`config.mk`:
```
export PLATFORM = sky130hd
export DESIGN_NAME = fp32_mul_seq_ctrl
export DESIGN_NICKNAME = d
export VERILOG_FILES = /design/src/rtl/fp32_mul_seq_ctrl.sv
export SDC_FILE = /design/constraint.sdc
export NUM_CORES = 1
export LEC_CHECK = 0
export CAP_MARGIN = 15
export CORE_MARGIN = 2
export CORE_UTILIZATION = 35
export DETAILED_ROUTE_END_ITERATION = 10
export PLACE_DENSITY = 0.59
export SETUP_SLACK_MARGIN = 0.1
export SKIP_LAST_GASP = 1
export SYNTH_ARGS = -nofsm -noshare
export SYNTH_HDL_FRONTEND = slang
export SYNTH_SLANG_ARGS = --single-unit
```
`constraint.sdc`:
```
create_clock -name clk -period 5.08 [get_ports clk]
set_input_delay 1.27 -clock clk [delete_from_list [all_inputs] [get_ports clk]]
set_output_delay 1.27 -clock clk [all_outputs]
set_load 0.01 [all_outputs]
```
`src/rtl/fp32_mul_seq_ctrl.sv`:
```
`default_nettype none
// ============================================================================
// Module   : fp32_mul_seq_ctrl
// Brief    : Sequential shift-add FP32 multiplier with valid/ready handshakes.
//            Define FP_MUL_RNE_EN for round-to-nearest-even (default: truncate).
// Revision : 1.0  initial release
// ============================================================================
module fp32_mul_seq_ctrl #(
    parameter int BITS_PER_CYCLE = 1
) (
    input  logic        clk,
    input  logic        rst,
    input  logic        in_valid,
    output logic        in_ready,
    input  logic [31:0] in_a,
    input  logic [31:0] in_b,
    output logic        out_valid,
    input  logic        out_ready,
    output logic [31:0] out_result,
    output logic        out_overflow,
    output logic        out_underflow,
    output logic        out_invalid
);

    localparam int          MUL_CYCLES = 24 / BITS_PER_CYCLE;
    localparam logic [4:0]  c_LAST_CNT = 5'(MUL_CYCLES - 1);
    localparam logic [31:0] c_QNAN     = 32'h7FC0_0000;

    localparam logic [1:0] c_IDLE = 2'd0;
    localparam logic [1:0] c_MUL  = 2'd1;
    localparam logic [1:0] c_NORM = 2'd2;
    localparam logic [1:0] c_DONE = 2'd3;

    generate
        if (!(BITS_PER_CYCLE == 1 || BITS_PER_CYCLE == 2 ||
              BITS_PER_CYCLE == 4 || BITS_PER_CYCLE == 8)) begin : g_bad_bpc
            $error("fp32_mul_seq_ctrl: BITS_PER_CYCLE must be 1, 2, 4 or 8");
        end
    endgenerate

    logic [1:0]        state_q,  state_d;
    logic [4:0]        cnt_q,    cnt_d;
    logic [47:0]       acc_q,    acc_d;
    logic [47:0]       mcand_q,  mcand_d;
    logic [23:0]       mplier_q, mplier_d;
    logic signed [9:0] exp_q,    exp_d;
    logic              sign_q,   sign_d;
    logic [31:0]       result_q, result_d;
    logic              ovf_q,    ovf_d;
    logic              unf_q,    unf_d;
    logic              inv_q,    inv_d;

    // Operand unpack; exponent 0 means zero (subnormals are flushed)
    logic [7:0]        w_a_exp, w_b_exp;
    logic [22:0]       w_a_man, w_b_man;
    logic              w_a_zero, w_a_inf, w_a_nan;
    logic              w_b_zero, w_b_inf, w_b_nan;
    logic              w_sign, w_special;
    logic signed [9:0] w_exp_sum;

    assign w_a_exp   = in_a[30:23];
    assign w_b_exp   = in_b[30:23];
    assign w_a_man   = in_a[22:0];
    assign w_b_man   = in_b[22:0];
    assign w_a_zero  = (w_a_exp == 8'd0);
    assign w_b_zero  = (w_b_exp == 8'd0);
    assign w_a_inf   = (w_a_exp == 8'hFF) && (w_a_man == 23'd0);
    assign w_b_inf   = (w_b_exp == 8'hFF) && (w_b_man == 23'd0);
    assign w_a_nan   = (w_a_exp == 8'hFF) && (w_a_man != 23'd0);
    assign w_b_nan   = (w_b_exp == 8'hFF) && (w_b_man != 23'd0);
    assign w_sign    = in_a[31] ^ in_b[31];
    assign w_special = w_a_zero | w_a_inf | w_a_nan | w_b_zero | w_b_inf | w_b_nan;
    assign w_exp_sum = $signed({2'b00, w_a_exp}) + $signed({2'b00, w_b_exp}) - 10'sd127;

    logic [31:0] w_spec_result;
    logic        w_spec_invalid;

    always_comb begin
        w_spec_result  = {w_sign, 31'd0};
        w_spec_invalid = 1'b0;
        if (w_a_nan || w_b_nan) begin
            w_spec_result = c_QNAN;
        end else if ((w_a_inf && w_b_zero) || (w_a_zero && w_b_inf)) begin
            w_spec_result  = c_QNAN;
            w_spec_invalid = 1'b1;
        end else if (w_a_inf || w_b_inf) begin
            w_spec_result = {w_sign, 8'hFF, 23'd0};
        end
    end

    logic [47:0] w_acc_sum;

    always_comb begin
        w_acc_sum = acc_q;
        for (int i = 0; i < BITS_PER_CYCLE; i++) begin
            if (mplier_q[i]) begin
                w_acc_sum = w_acc_sum + (mcand_q << i);
            end
        end
    end

    logic [22:0]       w_man;
    logic signed [9:0] w_exp_n;
    logic [31:0]       w_norm_result;
    logic              w_norm_ovf, w_norm_unf;
`ifdef FP_MUL_RNE_EN
    logic              w_guard, w_sticky;
    logic [23:0]       w_round;
`endif

    always_comb begin
        w_man   = acc_q[47] ? acc_q[46:24] : acc_q[45:23];
        w_exp_n = acc_q[47] ? exp_q + 10'sd1 : exp_q;
`ifdef FP_MUL_RNE_EN
        w_guard  = acc_q[47] ? acc_q[23] : acc_q[22];
        w_sticky = acc_q[47] ? (|acc_q[22:0]) : (|acc_q[21:0]);
        w_round  = {1'b0, w_man} + {23'd0, w_guard & (w_sticky | w_man[0])};
        w_man    = w_round[22:0];
        // Carry out of the fraction means the significand became 2.0
        if (w_round[23]) begin
            w_exp_n = w_exp_n + 10'sd1;
        end
`endif
        w_norm_ovf    = 1'b0;
        w_norm_unf    = 1'b0;
        w_norm_result = {sign_q, w_exp_n[7:0], w_man};
        if (w_exp_n >= 10'sd255) begin
            w_norm_result = {sign_q, 8'hFF, 23'd0};
            w_norm_ovf    = 1'b1;
        end else if (w_exp_n <= 10'sd0) begin
            w_norm_result = {sign_q, 31'd0};
            w_norm_unf    = 1'b1;
        end
    end

    always_comb begin
        state_d  = state_q;
        cnt_d    = cnt_q;
        acc_d    = acc_q;
        mcand_d  = mcand_q;
        mplier_d = mplier_q;
        exp_d    = exp_q;
        sign_d   = sign_q;
        result_d = result_q;
        ovf_d    = ovf_q;
        unf_d    = unf_q;
        inv_d    = inv_q;
        case (state_q)
            c_IDLE: begin
                if (in_valid) begin
                    sign_d   = w_sign;
                    exp_d    = w_exp_sum;
                    ovf_d    = 1'b0;
                    unf_d    = 1'b0;
                    inv_d    = 1'b0;
                    result_d = 32'd0;
                    if (w_special) begin
                        result_d = w_spec_result;
                        inv_d    = w_spec_invalid;
                        state_d  = c_DONE;
                    end else begin
                        acc_d    = 48'd0;
                        cnt_d    = 5'd0;
                        mcand_d  = {24'd0, 1'b1, w_a_man};
                        mplier_d = {1'b1, w_b_man};
                        state_d  = c_MUL;
                    end
                end
            end
            c_MUL: begin
                acc_d    = w_acc_sum;
                mcand_d  = mcand_q << BITS_PER_CYCLE;
                mplier_d = mplier_q >> BITS_PER_CYCLE;
                cnt_d    = cnt_q + 5'd1;
                if (cnt_q == c_LAST_CNT) begin
                    state_d = c_NORM;
                end
            end
            c_NORM: begin
                result_d = w_norm_result;
                ovf_d    = w_norm_ovf;
                unf_d    = w_norm_unf;
                state_d  = c_DONE;
            end
            default: begin
                if (out_ready) begin
                    state_d = c_IDLE;
                end
            end
        endcase
    end

    always_ff @(posedge clk) begin
        if (rst) begin
            state_q  <= c_IDLE;
            cnt_q    <= 5'd0;
            acc_q    <= 48'd0;
            mcand_q  <= 48'd0;
            mplier_q <= 24'd0;
            exp_q    <= 10'sd0;
            sign_q   <= 1'b0;
            result_q <= 32'd0;
            ovf_q    <= 1'b0;
            unf_q    <= 1'b0;
            inv_q    <= 1'b0;
        end else begin
            state_q  <= state_d;
            cnt_q    <= cnt_d;
            acc_q    <= acc_d;
            mcand_q  <= mcand_d;
            mplier_q <= mplier_d;
            exp_q    <= exp_d;
            sign_q   <= sign_d;
            result_q <= result_d;
            ovf_q    <= ovf_d;
            unf_q    <= unf_d;
            inv_q    <= inv_d;
        end
    end

    assign in_ready      = (state_q == c_IDLE);
    assign out_valid     = (state_q == c_DONE);
    assign out_result    = result_q;
    assign out_overflow  = ovf_q;
    assign out_underflow = unf_q;
    assign out_invalid   = inv_q;

endmodule
`default_nettype wire

```
==> summary.txt, run 1 <==
Clocking
  • Postcts setup bufs: 0
  • CTS sink count: about 170
  • CTS tree: yes
  • Clk root buf: clkbuf_16
  • Post-CTS sizing: 0
  • Clk buf depth: 2
  • CTS buffer count: 17
  • H-tree depth: 4
  • Hold_buf cts: 0
  • Clk slew on worst S/H paths: approximately 0.060 ns
  • Worst-Skew Late Latency: 0.43 ns

Cells and area
  • Nets: 1431
  • Commonest cells after routing, fill and taps aside: dfxtp_1, nor2_1, nand2_1, clkdlybuf4s50_1, a21oi_1
  • Area Overhead vs Synth: 19.0%
  • Diodes inserted: 0
  • Final Core Density: 0.423
  • Design Area, Final: ~0.012 mm2
  • Most common cell after layout, fill and taps aside: dfxtp_1
  • Share of cells above drive strength 1: 0.0621

Drt
  • # DRC: 0
  • Mean routed wirelength per cell: 15.4 um
  • Drt total wl: 25900 um
  • Routed vias/inst: 5.33
  • Via Count: 8992
  • First DRT Iteration DRCs: 464
  • Initial DRT Pass Iterations: 6
  • Final ANT Viol Nets: 0

Global route
  • Grt ovf: 0
  • Initial antenna violation count: 0
  • Vias in the first global route: 8390
  • Global-route wire length before repair: around 43000 um
  • Largest net degree at the start of global routing: between 90 and 100
  • GRT Total Usage: 0.171

Pwr
  • Worst IR drop on VDD: 292 uV
  • P_leak: 4.70 nW
  • Overall power: 4.72 mW
  • Cell Pwr Density: 388 mW/mm2

Synthesis
  • Largest cells by area after synthesis: dfxtp_1, ha_1, nor2_1
  • Most used flip-flop cell after synthesis: dfxtp_1
  • Synth top area share: 0.339
  • Synth Cell Area: 0.0102 mm2
  • Net Count, Synth: 1371
  • Async set or reset register ratio after synthesis: 0
  • Seq/Total Area, Yosys: 0.339
  • Post-synthesis sequential element count: 173
  • Post-synthesis cell type count: 67
  • Avg Inst Size Synth: approximately 8.3 um2
  • YS warnings: 0
  • Area leader, netlist: dfxtp_1
  • Post-synthesis cell count: roughly 1200
  • EDFF count, synth: 0

STA
  • Max-slew violation count: 0
  • Max Freq: 0.260 GHz
  • Slew Limit Headroom: 0.415
  • Setup Skew: 0.0112 ns
  • Worst-Margin Slew: 0.877 ns
  • Setup_tns: 0 ns
  • Crit share post-route: 0.758
  • Fin crit period: 3.85 ns
  • Hold Slack: approximately 0.46 ns
  • RSZ-0062 raised after global routing: no
  • Hold Vio Cnt, Final: 0
  • Setup-failing EPs final: 0

Die
  • Starting Density: 0.356
  • Die height: 175 um
  • Die span in x: roughly 170 um
  • # rows: slightly above 60
  • DIE AREA: ~0.03 mm2
  • Core Footprint: 0.0287 mm2
  • # IOs: 105

Place
  • DP HPWL: 18500 um
  • Port buffer count: 104
  • Routability cong.: ~0.97
  • Dpl cell area: 0.0115 mm2

Job
  • Max_cap viols: 0

Setup path
  • Kind of critical path: in -> reg
  • Crit end category: flip-flop
  • Critical Path RT: 5.43 ns
  • R2R cell count: 10
  • WP data arrival: 4.20 ns
  • Critical path peak fanout: 18
  • Setup crit start kind: input port

Worst hold path
  • Hold crit path type: reg -> reg
  • Hold-critical path depth: 2

Status
  • Outcome: complete, no violations
[path summary, 6_finish.rpt]
kind | from | endpoint | slack (ns)
max | in_b[24] | acc_q[46]$_SDFFE_PP0P_ | 1.23
min | acc_q[17]$_SDFFE_PP0P_ | acc_q[17]$_SDFFE_PP0P_ | 0.46
max reg2reg | mcand_q[19]$_SDFFE_PP0P_ | acc_q[46]$_SDFFE_PP0P_ | 1.76
min reg2reg | acc_q[17]$_SDFFE_PP0P_ | acc_q[17]$_SDFFE_PP0P_ | 0.46
[sequential cells by signal, summed over array words and instances, names as in the netlist]
signal	cells
cnt_q	5
out_overflow	1
state_q	2
mcand_q	48
out_result	32
out_invalid	1
acc_q	48
mplier_q	24
exp_q	10
out_underflow	1
sign_q	1
[cell usage after synthesis, types with 6 or more instances]
| cell type | number |
|---|---|
| a211oi_1 | 57 |
| a21o_1 | 25 |
| a21oi_1 | 98 |
| a22oi_1 | 52 |
| a31oi_1 | 9 |
| and3_1 | 8 |
| buf_1 | 6 |
| buf_2 | 17 |
| clkbuf_1 | 53 |
| dfxtp_1 | 173 |
| ha_1 | 69 |
| inv_1 | 27 |
| mux2_2 | 23 |
| mux2i_1 | 47 |
| nand2_1 | 110 |
| nand2b_1 | 7 |
| nand3_1 | 50 |
| nand4_1 | 17 |
| nor2_1 | 144 |
| nor3_1 | 25 |
| nor4_1 | 14 |
| o211ai_1 | 8 |
| o21ai_0 | 38 |
| o21bai_1 | 14 |
| o31ai_1 | 9 |
| xnor2_1 | 34 |
| xor2_1 | 22 |
[per-stage QoR]
step | worst slack (ns) | cells
3_5_place_dp | 0.747 | 1656
5_1_grt | 1.05 | 1688
6_report | 1.23 | 1688
4_1_cts | 1.20 | 1687
2_1_floorplan | 1.74 | 1232
3_3_place_gp | 0.834 | 1656
[critical path, cell delays in order]
cell and delay (ns):
clkdlybuf4s50_1 0.45, nand4_1 0.15, nor2_1 0.08, or4b_1 0.67
o31ai_4 0.35, and3_1 0.24, nand2b_1 0.42, a2111o_1 0.50
o211ai_1 0.09
[cell families (layout without fill, tap and decap cells)]
logic type               count (synthesis)  after routing  share of synthesized area
buffers and inverters                  104            176                     0.0403
AO/OA/AOI/OAI                          349            349                      0.229
adder cells (fa/ha/maj)                 71             71                     0.0885
multiplexers                            70             70                     0.0714
XOR/XNOR                                56             56                     0.0480
AND/OR/NAND/NOR                        409            409                      0.183
flip-flops                             173            173                      0.339
[area by class of cell]
class                   instances  area, um2
fillers                      2865      16600
well taps                     384        480
flip-flops and latches        173       3460
multi-input cells             955       6360
repair buffers                117       1140
clock buffers                  21        470
clock inverters                10        129
inverters                      28        105
[metal layers]
layer / wire length [um] / GRT usage / part of all wire
met5: 0 / 0 / 0
met4: 380 / 0.0486 / 0.015
met3: 1060 / 0.0326 / 0.041
met2: 11600 / 0.275 / 0.45
met1: 12900 / 0.232 / 0.50
[power by group]
part | leakage, nW | internal (mW) | total, mW | switching [mW]
clock | 0.285 | 0.771 | 1.35 | 0.581
sequential | 1.41 | 1.57 | 1.74 | 0.175
combinational | 3.01 | 0.622 | 1.62 | 1.00
No activity file was read; power rests on OpenSTA's default activity.
==> inputs of run 2 (changes only) <==
Settings changed: PLACE_DENSITY 0.59 to 0.61.
Clock period 5.08 ns to 3.5 ns, I/O delays scaled along.
==> run 2 against run 1 <==
Register-to-register slack worse by 1.5 ns. Critical path type is now reg -> reg. Sequential share of layout area down 0.36 points. Largest power group unchanged. Via count grew 0.67%.
==> summary.txt, run 2 (synthesis results as in run 1) <==
Status
  • Outcome: complete, no violations (unchanged)

Cells and area
  • Share of cells above drive strength 1: 0.0742 (was 0.0621)
  • Final Non-Filler Cells: 1705 (was 1688)
  • Nets: 1449 (was 1431)
  • Multi-input gate area: 0.00638 mm2 (was 0.00636 mm2)
  • Diodes inserted: 0 (unchanged)
  • Register Area: 0.00346 mm2 (unchanged)
  • Area Overhead vs Synth: 20.5% (was 19.0%)
  • Commonest cells after routing, fill and taps aside: dfxtp_1, nor2_1, nand2_1, clkdlybuf4s50_1, a21oi_1 (unchanged)
  • Most common cell after layout, fill and taps aside: dfxtp_1 (unchanged)
  • Fillers: 2862 (was 2865)

Worst hold path
  • Hold crit path type: reg -> reg (unchanged)

Clocking
  • Clk buf depth: 2 (unchanged)
  • Worst-Skew Late Latency: 0.42 ns (was 0.43 ns)
  • CTS buffer count: 17 (unchanged)
  • H-tree depth: 4 (unchanged)
  • Clk root buf: clkbuf_16 (unchanged)
  • CTS tree: yes (unchanged)
  • Clk slew on worst S/H paths: 0.06 ns (about the same)
  • CTS sink count: 173 (unchanged)

Drt
  • # DRC: 0 (unchanged)
  • Mean routed wirelength per cell: 15.1 um (was 15.4 um)
  • Final ANT Viol Nets: 0 (unchanged)
  • First DRT Iteration DRCs: 637 (was 464)
  • Routed vias/inst: 5.31 (was 5.33)
  • Via Count: 9052 (was 8992)
  • Drt total wl: 25800 um (was 25900 um)
  • Initial DRT Pass Iterations: 5 (was 6)

Global route
  • Grt ovf: 0 (unchanged)
  • Largest net degree at the start of global routing: 81 (was 91)
  • Initial antenna violation count: 0 (unchanged)
  • Global-route wire length before repair: 43300 um (was 42900 um)
  • Vias in the first global route: 8754 (was 8390)
  • GRT Total Usage: 0.171 (about the same)

Place
  • DP HPWL: 19100 um (was 18500 um)
  • Placed insts: 1675 (was 1656)
  • Port buffer count: 104 (unchanged)
  • Routability cong.: 0.889 (was 0.967)

STA
  • Max Freq: ~0.31 GHz
  • Setup Skew: 0.0121 ns (was 0.0112 ns)
  • Fin crit period: around 3.2 ns
  • Setup-failing EPs final: 0 (unchanged)
  • Hold Vio Cnt, Final: 0 (unchanged)
  • Max-slew violation count: 0 (unchanged)
  • Setup_tns: 0 ns (unchanged)
  • Slew Limit Headroom: 0.479 (was 0.415)
  • RSZ-0062 raised after global routing: no (unchanged)
  • Worst-Margin Slew: 0.781 ns (was 0.877 ns)
  • Crit share post-route: 0.912

Pwr
  • P_leak: 4.80 nW (was 4.70 nW)
  • Worst IR drop on VDD: 400 uV (was 292 uV)
  • Cell Pwr Density: 554 mW/mm2 (was 388 mW/mm2)

Die
  • DIE AREA: 0.0306 mm2 (unchanged)
  • Die span in x: 175 um (unchanged)
  • Core Footprint: 0.0287 mm2 (unchanged)
  • # rows: 62 (unchanged)
  • Starting Density: 0.356 (unchanged)
  • # IOs: 105 (unchanged)
  • Die height: 175 um (unchanged)

Job
  • Max_cap viols: 0 (unchanged)

Setup path
  • Kind of critical path: reg -> reg (was in -> reg)
  • WP data arrival: 3.54 ns (was 4.20 ns)
  • Critical path peak fanout: 9 (was 18)
  • Critical Path RT: 3.85 ns (was 5.43 ns)
  • Setup crit start kind: flip-flop (was input port)
  • Crit end category: flip-flop (unchanged)
==> run 2: timing repair <==
action / 4_1_cts / 5_1_grt
hold buffers: 0 / 0
setup buffers: 0 / 0
endpoints found under the setup margin: 0 / 2
gates resized for setup: 0 / 3
hold endpoints to repair: 0 / 0
==> run 2: path summary, 6_finish.rpt <==
check                           startpoint  cells after the start  slack [ns]                      to
hold reg to reg     acc_q[17]$_SDFFE_PP0P_                      2        0.46  acc_q[17]$_SDFFE_PP0P_
hold / removal      acc_q[17]$_SDFFE_PP0P_                      2        0.46  acc_q[17]$_SDFFE_PP0P_
setup / recovery  mcand_q[18]$_SDFFE_PP0P_                     10        0.31  acc_q[46]$_SDFFE_PP0P_
setup reg to reg  mcand_q[18]$_SDFFE_PP0P_                     10        0.31  acc_q[46]$_SDFFE_PP0P_
==> run 2: per-layer routing <==
| metal | part of all wire | routed length (um) | track usage |
|---|---|---|---|
| met5 | 0 | 0 | 0 |
| met4 | 0.015 | 391 | 0.0434 |
| met3 | 0.041 | 1060 | 0.0320 |
| met2 | 0.45 | 11700 | 0.282 |
| met1 | 0.49 | 12700 | 0.231 |
==> run 2: worst max-delay path: stages (launching register included) <==
cell and delay (ns):
dfxtp_1 0.32, ha_1 0.46, nand4_1 0.22, nor4_1 0.44, inv_1 0.13, nor4_4 0.45
o21ai_1 0.18, a211oi_2 0.33, nor2_1 0.12, a2111o_1 0.38, o211ai_1 0.09
==> run 2: report_power, final <==
group / leakage, nW / internal, mW / total [mW] / switching, mW
Combinational: 3.12 / 0.982 / 2.45 / 1.46
Sequential: 1.41 / 2.28 / 2.53 / 0.255
Clock: 0.267 / 1.05 / 1.84 / 0.795
Total: 4.80 / 4.31 / 6.82 / 2.51
==> run 2: per-stage QoR <==
stage	worst slack [ns]	cell area, um2	hold slack [ns]	total power, mW	util
floorplan	0.552	10200	0.432	4.29	-
global placement	0.101	11700	0.446	4.96	0.409
detailed placement	0.0445	11700	0.448	5.02	0.409
CTS	0.220	12300	0.459	6.86	0.428
global route	0.0579	12300	0.489	7.28	0.429
finish	0.307	12300	0.457	6.82	0.429
==> run 2: layout make-up <==
| type | count | area share |
|---|---|---|
| multi-input cells | 955 | 0.519 |
| well taps | 384 | 0.0390 |
| clock inverters | 10 | 0.00946 |
| flip-flops and latches | 173 | 0.281 |
| repair buffers | 135 | 0.107 |
| clock buffers | 20 | 0.0355 |
| inverters | 28 | 0.00854 |
